<file path="src/rtl/adam_stream_buffer_pkg.sv">
// adam_stream_pkg
// Shared definitions for the ADAM stream buffer slice.
//   ADAM_STREAM_BUFFER_MAX_DEPTH : largest legal DEPTH of adam_stream_buffer
//   adam_stream_ptr_inc()        : wrap-aware pointer increment, ptr in 0..depth-1
package adam_stream_pkg;

    localparam int unsigned ADAM_STREAM_BUFFER_MAX_DEPTH = 256;

    // Pointers wrap from depth-1 back to 0, so depth does not have to be a
    // power of two.
    function automatic int unsigned adam_stream_ptr_inc(
        input int unsigned ptr,
        input int unsigned depth
    );
        return (ptr == depth - 32'd1) ? 32'd0 : ptr + 32'd1;
    endfunction

endpackage

</file>
<file path="src/rtl/adam_stream_buffer_if.sv">
// adam_stream_buffer_if
// Valid/ready stream bundle used on both sides of adam_stream_buffer.
//   data  : payload of type data_t
//   valid : producer offers a beat
//   ready : consumer accepts a beat
// Modports:
//   master : drives data/valid, observes ready
//   slave  : observes data/valid, drives ready
interface adam_stream_buffer_if #(
    parameter type data_t = logic
);

    data_t data;
    logic  valid;
    logic  ready;

    modport master (output data, output valid, input ready);
    modport slave  (input data, input valid, output ready);

endinterface

</file>
<file path="src/rtl/adam_stream_buffer_mem.sv">
// adam_stream_buffer_mem
// Storage array for adam_stream_buffer: one synchronous write port and one
// combinational read port; every entry clears to zero on reset.
// Ports:
//   clk, rst : clock, asynchronous active-high reset
//   we       : write enable
//   waddr    : write index (0..DEPTH-1)
//   wdata    : write payload
//   raddr    : read index (0..DEPTH-1)
//   rdata    : payload stored at raddr
module adam_stream_buffer_mem #(
    parameter type data_t    = logic,
    parameter int  DEPTH     = 2,
    parameter int  PTR_WIDTH = $clog2(DEPTH)
) (
    input  logic                 clk,
    input  logic                 rst,
    input  logic                 we,
    input  logic [PTR_WIDTH-1:0] waddr,
    input  data_t                wdata,
    input  logic [PTR_WIDTH-1:0] raddr,
    output data_t                rdata
);

    data_t mem [DEPTH];

    always_ff @(posedge clk or posedge rst) begin
        if (rst) begin
            for (int i = 0; i < DEPTH; i++) begin
                mem[i] <= '0;
            end
        end else if (we) begin
            mem[waddr] <= wdata;
        end
    end

    assign rdata = mem[raddr];

endmodule

</file>
<file path="src/rtl/adam_stream_buffer.sv">
// adam_stream_buffer
// Elastic FIFO stream buffer of DEPTH entries with registered slv.ready,
// mst.valid and level; no combinational path from slv to mst or from
// mst.ready to slv.ready. A beat pushed on one edge is visible on mst after
// that edge; sustained throughput is one beat per cycle.
// Parameters:
//   data_t      : payload type
//   DEPTH       : number of entries, 2..ADAM_STREAM_BUFFER_MAX_DEPTH
// Ports:
//   clk, rst    : clock, asynchronous active-high reset
//   flush       : (only with ADAM_STREAM_BUFFER_FLUSH_EN) empties the buffer
//                 at the next edge, overriding any push/pop in that cycle
//   slv         : incoming stream (slave modport)
//   mst         : outgoing stream (master modport), data read from storage
//   level       : current occupancy 0..DEPTH
// Optional feature macro: ADAM_STREAM_BUFFER_FLUSH_EN
module adam_stream_buffer
    import adam_stream_pkg::*;
#(
    parameter type data_t = logic,
    parameter int  DEPTH  = 2,
    localparam int LEVEL_WIDTH = $clog2(DEPTH + 1)
) (
    input  logic                   clk,
    input  logic                   rst,
`ifdef ADAM_STREAM_BUFFER_FLUSH_EN
    input  logic                   flush,
`endif
    adam_stream_buffer_if.slave    slv,
    adam_stream_buffer_if.master   mst,
    output logic [LEVEL_WIDTH-1:0] level
);

    localparam int PTR_WIDTH = $clog2(DEPTH);

    generate
        if (DEPTH < 2 || DEPTH > ADAM_STREAM_BUFFER_MAX_DEPTH) begin : g_bad_depth
            $error("adam_stream_buffer: DEPTH must be within 2..256");
        end
    endgenerate

    logic [PTR_WIDTH-1:0]   wr_ptr, wr_ptr_next;
    logic [PTR_WIDTH-1:0]   rd_ptr, rd_ptr_next;
    logic [LEVEL_WIDTH-1:0] count, count_next;
    logic                   ready_q, valid_q;
    logic                   push, pop, write_en;
    data_t                  rdata;

    assign push = slv.valid && ready_q;
    assign pop  = valid_q && mst.ready;

    // Next-state for pointers and occupancy; a flush overrides everything so
    // that beats offered in the flush cycle are neither stored nor consumed.
    always_comb begin
        wr_ptr_next = wr_ptr;
        rd_ptr_next = rd_ptr;
        count_next  = count;
        write_en    = push;
        if (push) begin
            wr_ptr_next = PTR_WIDTH'(adam_stream_ptr_inc(32'(wr_ptr), DEPTH));
        end
        if (pop) begin
            rd_ptr_next = PTR_WIDTH'(adam_stream_ptr_inc(32'(rd_ptr), DEPTH));
        end
        unique case ({push, pop})
            2'b10:   count_next = count + LEVEL_WIDTH'(1);
            2'b01:   count_next = count - LEVEL_WIDTH'(1);
            default: count_next = count;
        endcase
`ifdef ADAM_STREAM_BUFFER_FLUSH_EN
        if (flush) begin
            wr_ptr_next = '0;
            rd_ptr_next = '0;
            count_next  = '0;
            write_en    = 1'b0;
        end
`endif
    end

    // Handshake flags are registered from next-state occupancy, which keeps
    // both ready and valid free of combinational paths through the buffer.
    always_ff @(posedge clk or posedge rst) begin
        if (rst) begin
            wr_ptr  <= '0;
            rd_ptr  <= '0;
            count   <= '0;
            ready_q <= 1'b1;
            valid_q <= 1'b0;
        end else begin
            wr_ptr  <= wr_ptr_next;
            rd_ptr  <= rd_ptr_next;
            count   <= count_next;
            ready_q <= (count_next < LEVEL_WIDTH'(DEPTH));
            valid_q <= (count_next != '0);
        end
    end

    adam_stream_buffer_mem #(
        .data_t    (data_t),
        .DEPTH     (DEPTH),
        .PTR_WIDTH (PTR_WIDTH)
    ) u_mem (
        .clk   (clk),
        .rst   (rst),
        .we    (write_en),
        .waddr (wr_ptr),
        .wdata (slv.data),
        .raddr (rd_ptr),
        .rdata (rdata)
    );

    assign slv.ready = ready_q;
    assign mst.valid = valid_q;
    assign mst.data  = rdata;
    assign level     = count;

endmodule
</file>
<file path="src/flat_wrapper.sv">
// flat-port wrapper written by rule: the top's interface ports become plain ports
module adam_stream_buffer_flat import adam_stream_pkg::*;
#(
    parameter type data_t = logic,
    parameter int  DEPTH  = 2,
    localparam int LEVEL_WIDTH = $clog2(DEPTH + 1)
)
  (clk, rst, level, slv_data, slv_valid, slv_ready, mst_data, mst_valid, mst_ready);
  adam_stream_buffer_if #(.data_t(data_t)) slv_i ();
  adam_stream_buffer_if #(.data_t(data_t)) mst_i ();
  input  logic clk;
  input  logic rst;
  output logic [LEVEL_WIDTH-1:0] level;
  input wire logic [$bits(slv_i.data)-1:0] slv_data;
  input wire logic [$bits(slv_i.valid)-1:0] slv_valid;
  output wire logic [$bits(slv_i.ready)-1:0] slv_ready;
  output wire logic [$bits(mst_i.data)-1:0] mst_data;
  output wire logic [$bits(mst_i.valid)-1:0] mst_valid;
  input wire logic [$bits(mst_i.ready)-1:0] mst_ready;
  assign slv_i.data = slv_data;
  assign slv_i.valid = slv_valid;
  assign slv_ready = slv_i.ready;
  assign mst_data = mst_i.data;
  assign mst_valid = mst_i.valid;
  assign mst_i.ready = mst_ready;
  adam_stream_buffer #(.data_t(data_t), .DEPTH(DEPTH)) u_core (.clk(clk), .rst(rst), .slv(slv_i), .mst(mst_i), .level(level));
endmodule
</file>
<file path="config.mk">
export PLATFORM = sky130hd
export DESIGN_NAME = adam_stream_buffer_flat
export DESIGN_NICKNAME = d
export VERILOG_FILES = /design/src/rtl/adam_stream_buffer_pkg.sv /design/src/rtl/adam_stream_buffer_if.sv /design/src/rtl/adam_stream_buffer_mem.sv /design/src/rtl/adam_stream_buffer.sv /design/src/flat_wrapper.sv
export SDC_FILE = /design/constraint.sdc
export NUM_CORES = 1
export LEC_CHECK = 0
export CORE_AREA = 8 8 45 47
export CTS_CLUSTER_SIZE = 8
export DETAILED_ROUTE_END_ITERATION = 10
export DIE_AREA = 0 0 53 55
export GPL_TIMING_DRIVEN = 0
export MAX_ROUTING_LAYER = met4
export SLEW_MARGIN = 20
export SYNTH_ARGS = -nofsm -noshare
export SYNTH_HDL_FRONTEND = slang
export SYNTH_HIERARCHICAL = 1
export SYNTH_SLANG_ARGS = --single-unit
</file>
<file path="constraint.sdc">
create_clock -name clk -period 3.6 [get_ports clk]
set_clock_uncertainty 0.15 [all_clocks]
set_input_delay 0.72 -clock clk [delete_from_list [all_inputs] [get_ports clk]]
set_output_delay 0.72 -clock clk [all_outputs]
set_load 0.005 [all_outputs]
</file>
==> results of run 1 <==
==> power groups by stage <==
stage | Clock [mW] | Sequential, mW | Combinational, mW
after global routing | 0.0839 | 0.191 | 0.229
after detailed placement | 0 | 0.183 | 0.206
after floorplan | 0 | 0.179 | 0.126
final | 0.0739 | 0.181 | 0.203
after global placement | 0 | 0.182 | 0.205
after CTS | 0.0775 | 0.181 | 0.208
==> worst max path at each step <==
stage	slack (ps)	from	end
finish	1320	u_core/rd_ptr	mst_data
global placement	1390	slv_valid	u_core/level[1]
global route	1250	u_core/rd_ptr	mst_data
detailed placement	1390	slv_valid	u_core/level[1]
CTS	1310	u_core/rd_ptr	mst_data
floorplan	1890	mst_ready	u_core/level[1]
==> sequential cells by signal, indices dropped and copies added (netlist names) <==
register	cells
u_core/level	2
u_core/u_mem/mem	2
u_core/mst.valid	1
u_core/rd_ptr	1
u_core/slv.ready	1
u_core/wr_ptr	1
==> final cells by class <==
| type | instances | area, um2 |
|---|---|---|
| fillers | 150 | 881 |
| well taps | 16 | 20.0 |
| repair buffers | 9 | 90.1 |
| clock buffers | 4 | 26.3 |
| inverters | 3 | 11.3 |
| multi-input cells | 19 | 154 |
| flip-flops and latches | 8 | 201 |
==> logic make-up after synthesis <==
family / count (synthesis) / synth area share (%)
AOI/OAI and AO/OA: 1 / 1.36
and+or+nand+nor: 7 / 10.2
DFF: 8 / 55.0
adders and majority gates: 1 / 3.41
muxes: 3 / 10.2
buffers and inverters: 3 / 3.07
xor gates and xnor gates: 7 / 16.7
==> synthesized netlist by cell type <==
| master | count |
|---|---|
| a21oi_1 | 1 |
| nand2b_1 | 1 |
| ha_1 | 1 |
| xnor2_1 | 5 |
| nor2_1 | 1 |
| inv_1 | 3 |
| nor2_2 | 1 |
| xor2_1 | 2 |
| nand2_1 | 2 |
| mux2_2 | 2 |
| dfrtp_1 | 7 |
| dfstp_2 | 1 |
| mux2_4 | 1 |
| nor3b_1 | 1 |
| and2_1 | 1 |
==> stage by stage <==
step,std cells,hold slack (ps),utilization [%],cell area [um2],power (mW)
global placement,55,321,34.4,477,0.387
CTS,59,328,36.3,503,0.467
floorplan,30,300,-,367,0.304
detailed placement,55,318,34.4,477,0.389
finish,59,331,36.3,503,0.458
global route,59,370,36.3,503,0.504
==> layer usage <==
layer / routed length [um] / share of wire, % / track usage, %
met5: 0 / 0 / -
met4: 0 / 0 / 6.47
met3: 61 / 9.8 / 3.21
met2: 278 / 45 / 8.01
met1: 282 / 45 / 6.19
==> worst register-to-register path, cell delays in order (launching register included) <==
cell,delay (ps)
dfstp_2,530
nand2_1,90
ha_1,370
nor2_2,170
xor2_1,150
==> impl_metrics.ini, run 1 <==
[place]
gp_congestion = 0.591
detailedPlace.worstSlack_ps = 1390
portBuffers = 9
hpwlAfterDp_um = 477

[routing]
route.detailed.drc = 0
vias = 236
drtIter0Drc = 3
ant_nets = 0
routed_wl_um = 622
vias_per_cell = 4.00
wl_per_cell_um = 10.5
dr.pass1.iters = 2

[worst_setup_path]
slowest_stage = clkdlybuf4s50_1
worstPathCellList = mux2_2, clkdlybuf4s50_1
timing.rr.end = u_core/level[1]
critPathMaxFanout = 2
critical_path_buf_inv_count = 1
reg2reg_from = u_core/slv.ready
timing.reg2reg.setup_slack_ps = 2070
cp.depth = 2
critPathLaunchType = register
path_class = reg2out
max_stage_delay_ps = 440
cpLargestDelayFamily = buffers and inverters
end_kind = output port
crit_arrival_ps = 1410
ff2ff_path_depth = 4
required_ps = 2730

[grt]
grt_overflow = 0
antenna_found_initial = 0
grt_max_degree = 7
grt_pass1_wl_um = 1190
grt_usage_pct = 6.12
grt_pass1_vias = 283

[timing]
worstMarginPinSlew_ps = 238
setup_violations = 0
setup_tns_ps = 0
fin_ws_ps = 1320
grt_setup_unrepaired = no
hold_viol_final = 0
min_period_over_period_pct = 63.2
max_freq_ghz = 0.439
period_minus_slack_ps = 2280
relSlewSlack_pct = 84.1
finalMaxSlewViolations = 0

[pwr]
p_leak_nw = 0.218
netSwitchingFraction_pct = 30.3
combPwrFrac_pct = 44.4
clkPwrFrac_pct = 16.1
irDropWorstVdd_mv = 0.369
p_sw_mw = 0.139
power.density_mw_per_mm2 = 910
intPower_mw = 0.319
pwr-share-seq_pct = 39.5

[yosys]
yosysTopAreaCell = dfrtp_1
yosys-top-cells-area = dfrtp_1 48%, xnor2_1 12%, dfstp_2 7.2%
synth_seq_cells = 8
syn_area_per_cell_um2 = 12.2
yosys_warnings = 6
synth-seq-area-share_pct = 54.9
synth_nets = 36
synthesis.area_um2 = 367
yosysTopAreaCellShare_pct = 47.8
syn_inst = 30
synth_cell_type_count = 15

[floorplanning]
core-area_mm2 = 0.00138
chipHeight_um = 55
num_rows = 14
die_x_um = 53
start_util_pct = 26.5
dieArea_mm2 = 0.00292
ios = 10

[clocking]
clkLatencyLatePin_ps = 260
cts_resized = 0
clockRootBuffer = clkbuf_4
ctsLongestPathBuffers = 2
numCtsBuffers = 3
cts_tree = done
holdBufCountCts = 0
htree_levels = 1
path_clk_slew_ps = 60
clock_sinks = 8
postCtsSetupBuffers = 0

[layout]
layout_commonest_cell = clkdlybuf4s50_1
area_growth_pct = 37.2
antenna_cells = 0
layout-drive-gt1-share_pct = 18.6
layout_common_cells = 9 x clkdlybuf4s50_1, 7 x dfrtp_1, 5 x xnor2_1
final_nets = 50

[flow_run]
max-cap-violations = 0

[hold_path]
min_to = u_core/rd_ptr
whs_path_depth = 1
hp-class = reg2reg
hp-start = u_core/rd_ptr

[status]
status = complete, no violations
No activity file was read; power rests on OpenSTA's default activity.
==> inputs of run 2 (changes only) <==
==> constraint.sdc (replaced) <==
create_clock -name clk -period 1.95 [get_ports clk]
set_clock_uncertainty 0.15 [all_clocks]
set_input_delay 0.39 -clock clk [delete_from_list [all_inputs] [get_ports clk]]
set_output_delay 0.39 -clock clk [all_outputs]
set_load 0.005 [all_outputs]
==> run 2 against run 1 <==
Effect of this change:
- critical endpoint is now slv_ready
- flip-flop and latch count did not move
- non-clock buffer count rose by 1
- global-route usage rose by 0.11 points
- sequential power rose by 82%
- clock power rose by 84%
- register-to-register slack got worse by 1700 ps
==> impl_metrics.ini, run 2 (same netlist as run 1, synthesis figures left out) <==
[status]
status = complete, no violations

[worst_setup_path]
max_stage_delay_ps = 530
crit_arrival_ps = 1260
required_ps = 1410
critical_path_buf_inv_count = 1
path_class = reg2out
reg2reg_from = u_core/slv.ready
cpLargestDelayFamily = flip-flops
worstPathCellList = clkdlybuf4s50_1
end_kind = output port
critPathLaunchType = register
timing.reg2reg.setup_slack_ps = 420
ff2ff_path_depth = 4
timing.rr.end = u_core/level[1]
slowest_stage = dfstp_2
critPathMaxFanout = 2

[timing]
hold_viol_final = 0
max_freq_ghz = 0.555
min_period_over_period_pct = 92.4
setup_violations = 0
period_minus_slack_ps = 1800
finalMaxSlewViolations = 0
grt_setup_unrepaired = no
relSlewSlack_pct = 84.1
worstMarginPinSlew_ps = 238
setup_tns_ps = 0

[floorplanning]
start_util_pct = 26.5
chipHeight_um = 55
num_rows = 14
dieArea_mm2 = 0.00292
ios = 10
die_x_um = 53
core-area_mm2 = 0.00138

[routing]
routed_wl_um = 626
dr.pass1.iters = 2
vias = 237
ant_nets = 0
vias_per_cell = 3.95
wl_per_cell_um = 10.4
drtIter0Drc = 1
route.detailed.drc = 0

[grt]
grt_pass1_wl_um = 1220
grt_usage_pct = 6.24
grt_pass1_vias = 288
grt_overflow = 0
grt_max_degree = 7
antenna_found_initial = 0

[pwr]
irDropWorstVdd_mv = 0.680
power.density_mw_per_mm2 = 1660
p_leak_nw = 0.233

[clocking]
holdBufCountCts = 0
numCtsBuffers = 3
cts_tree = done
clock_sinks = 8
clockRootBuffer = clkbuf_4
htree_levels = 1
path_clk_slew_ps = 60
ctsLongestPathBuffers = 2
clkLatencyLatePin_ps = 260

[flow_run]
max-cap-violations = 0

[hold_path]
hp-class = in2async

[place]
portBuffers = 9
hpwlAfterDp_um = 477
gp_congestion = 0.591

[layout]
layout-drive-gt1-share_pct = 20.5
antenna_cells = 0
post-route-util_pct = 37.1
layout_common_cells = 8 x clkdlybuf4s50_1, 7 x dfrtp_1, 5 x xnor2_1
final_nets = 51
fillers = 152
area_growth_pct = 39.9
layout_commonest_cell = clkdlybuf4s50_1
-- run 2: worst max path at each step --
| stage | start | end | cells past startpoint |
|---|---|---|---|
| after floorplan | u_core/slv.ready | u_core/level[1] | 4 |
| after global placement | slv_valid | u_core/level[1] | 5 |
| after detailed placement | slv_valid | u_core/level[1] | 5 |
| after CTS | u_core/rd_ptr | mst_data | 2 |
| after global routing | u_core/slv.ready | slv_ready | 1 |
| final | u_core/slv.ready | slv_ready | 1 |
-- run 2: metal layers --
layer  share of wire (%)  vias up  GRT usage [%]
li1                    -      121              -
met1                  46      110           6.35
met2                  45        6           8.20
met3                 8.3        0           3.21
met4                   0        0           6.47
met5                   0        -              -
-- run 2: area by class of cell --
class,count,area [um2],area share (%)
clock buffer,4,26.3,5.12
inverter,3,11.3,2.20
multi-input combinational,19,154,30.0
sequential,8,201,39.3
tap,16,20.0,3.90
timing repair buffer,10,100,19.5
-- run 2: where the power goes --
part / internal [mW] / switching [mW]
sequential: 0.263 / 0.0676
clock: 0.0783 / 0.0574
combinational: 0.255 / 0.132
-- run 2: timing repair --
| item | 4_1_cts | 5_1_grt |
|---|---|---|
| setup buffers | 1 | 0 |
| setup endpoints to repair | 1 | 1 |
| gates resized for setup | 0 | 1 |
-- run 2: stage by stage --
step | total power, mW | hold WS [ps] | setup slack [ps] | area [um2] | cells
2_1_floorplan | 0.562 | -18.8 | 475 | 367 | 30
3_3_place_gp | 0.714 | 321 | 72.9 | 477 | 55
3_5_place_dp | 0.718 | 318 | 74.9 | 477 | 55
4_1_cts | 0.877 | 159 | 21.4 | 510 | 60
5_1_grt | 0.945 | 174 | 99.9 | 513 | 60
6_report | 0.853 | 164 | 148 | 513 | 60
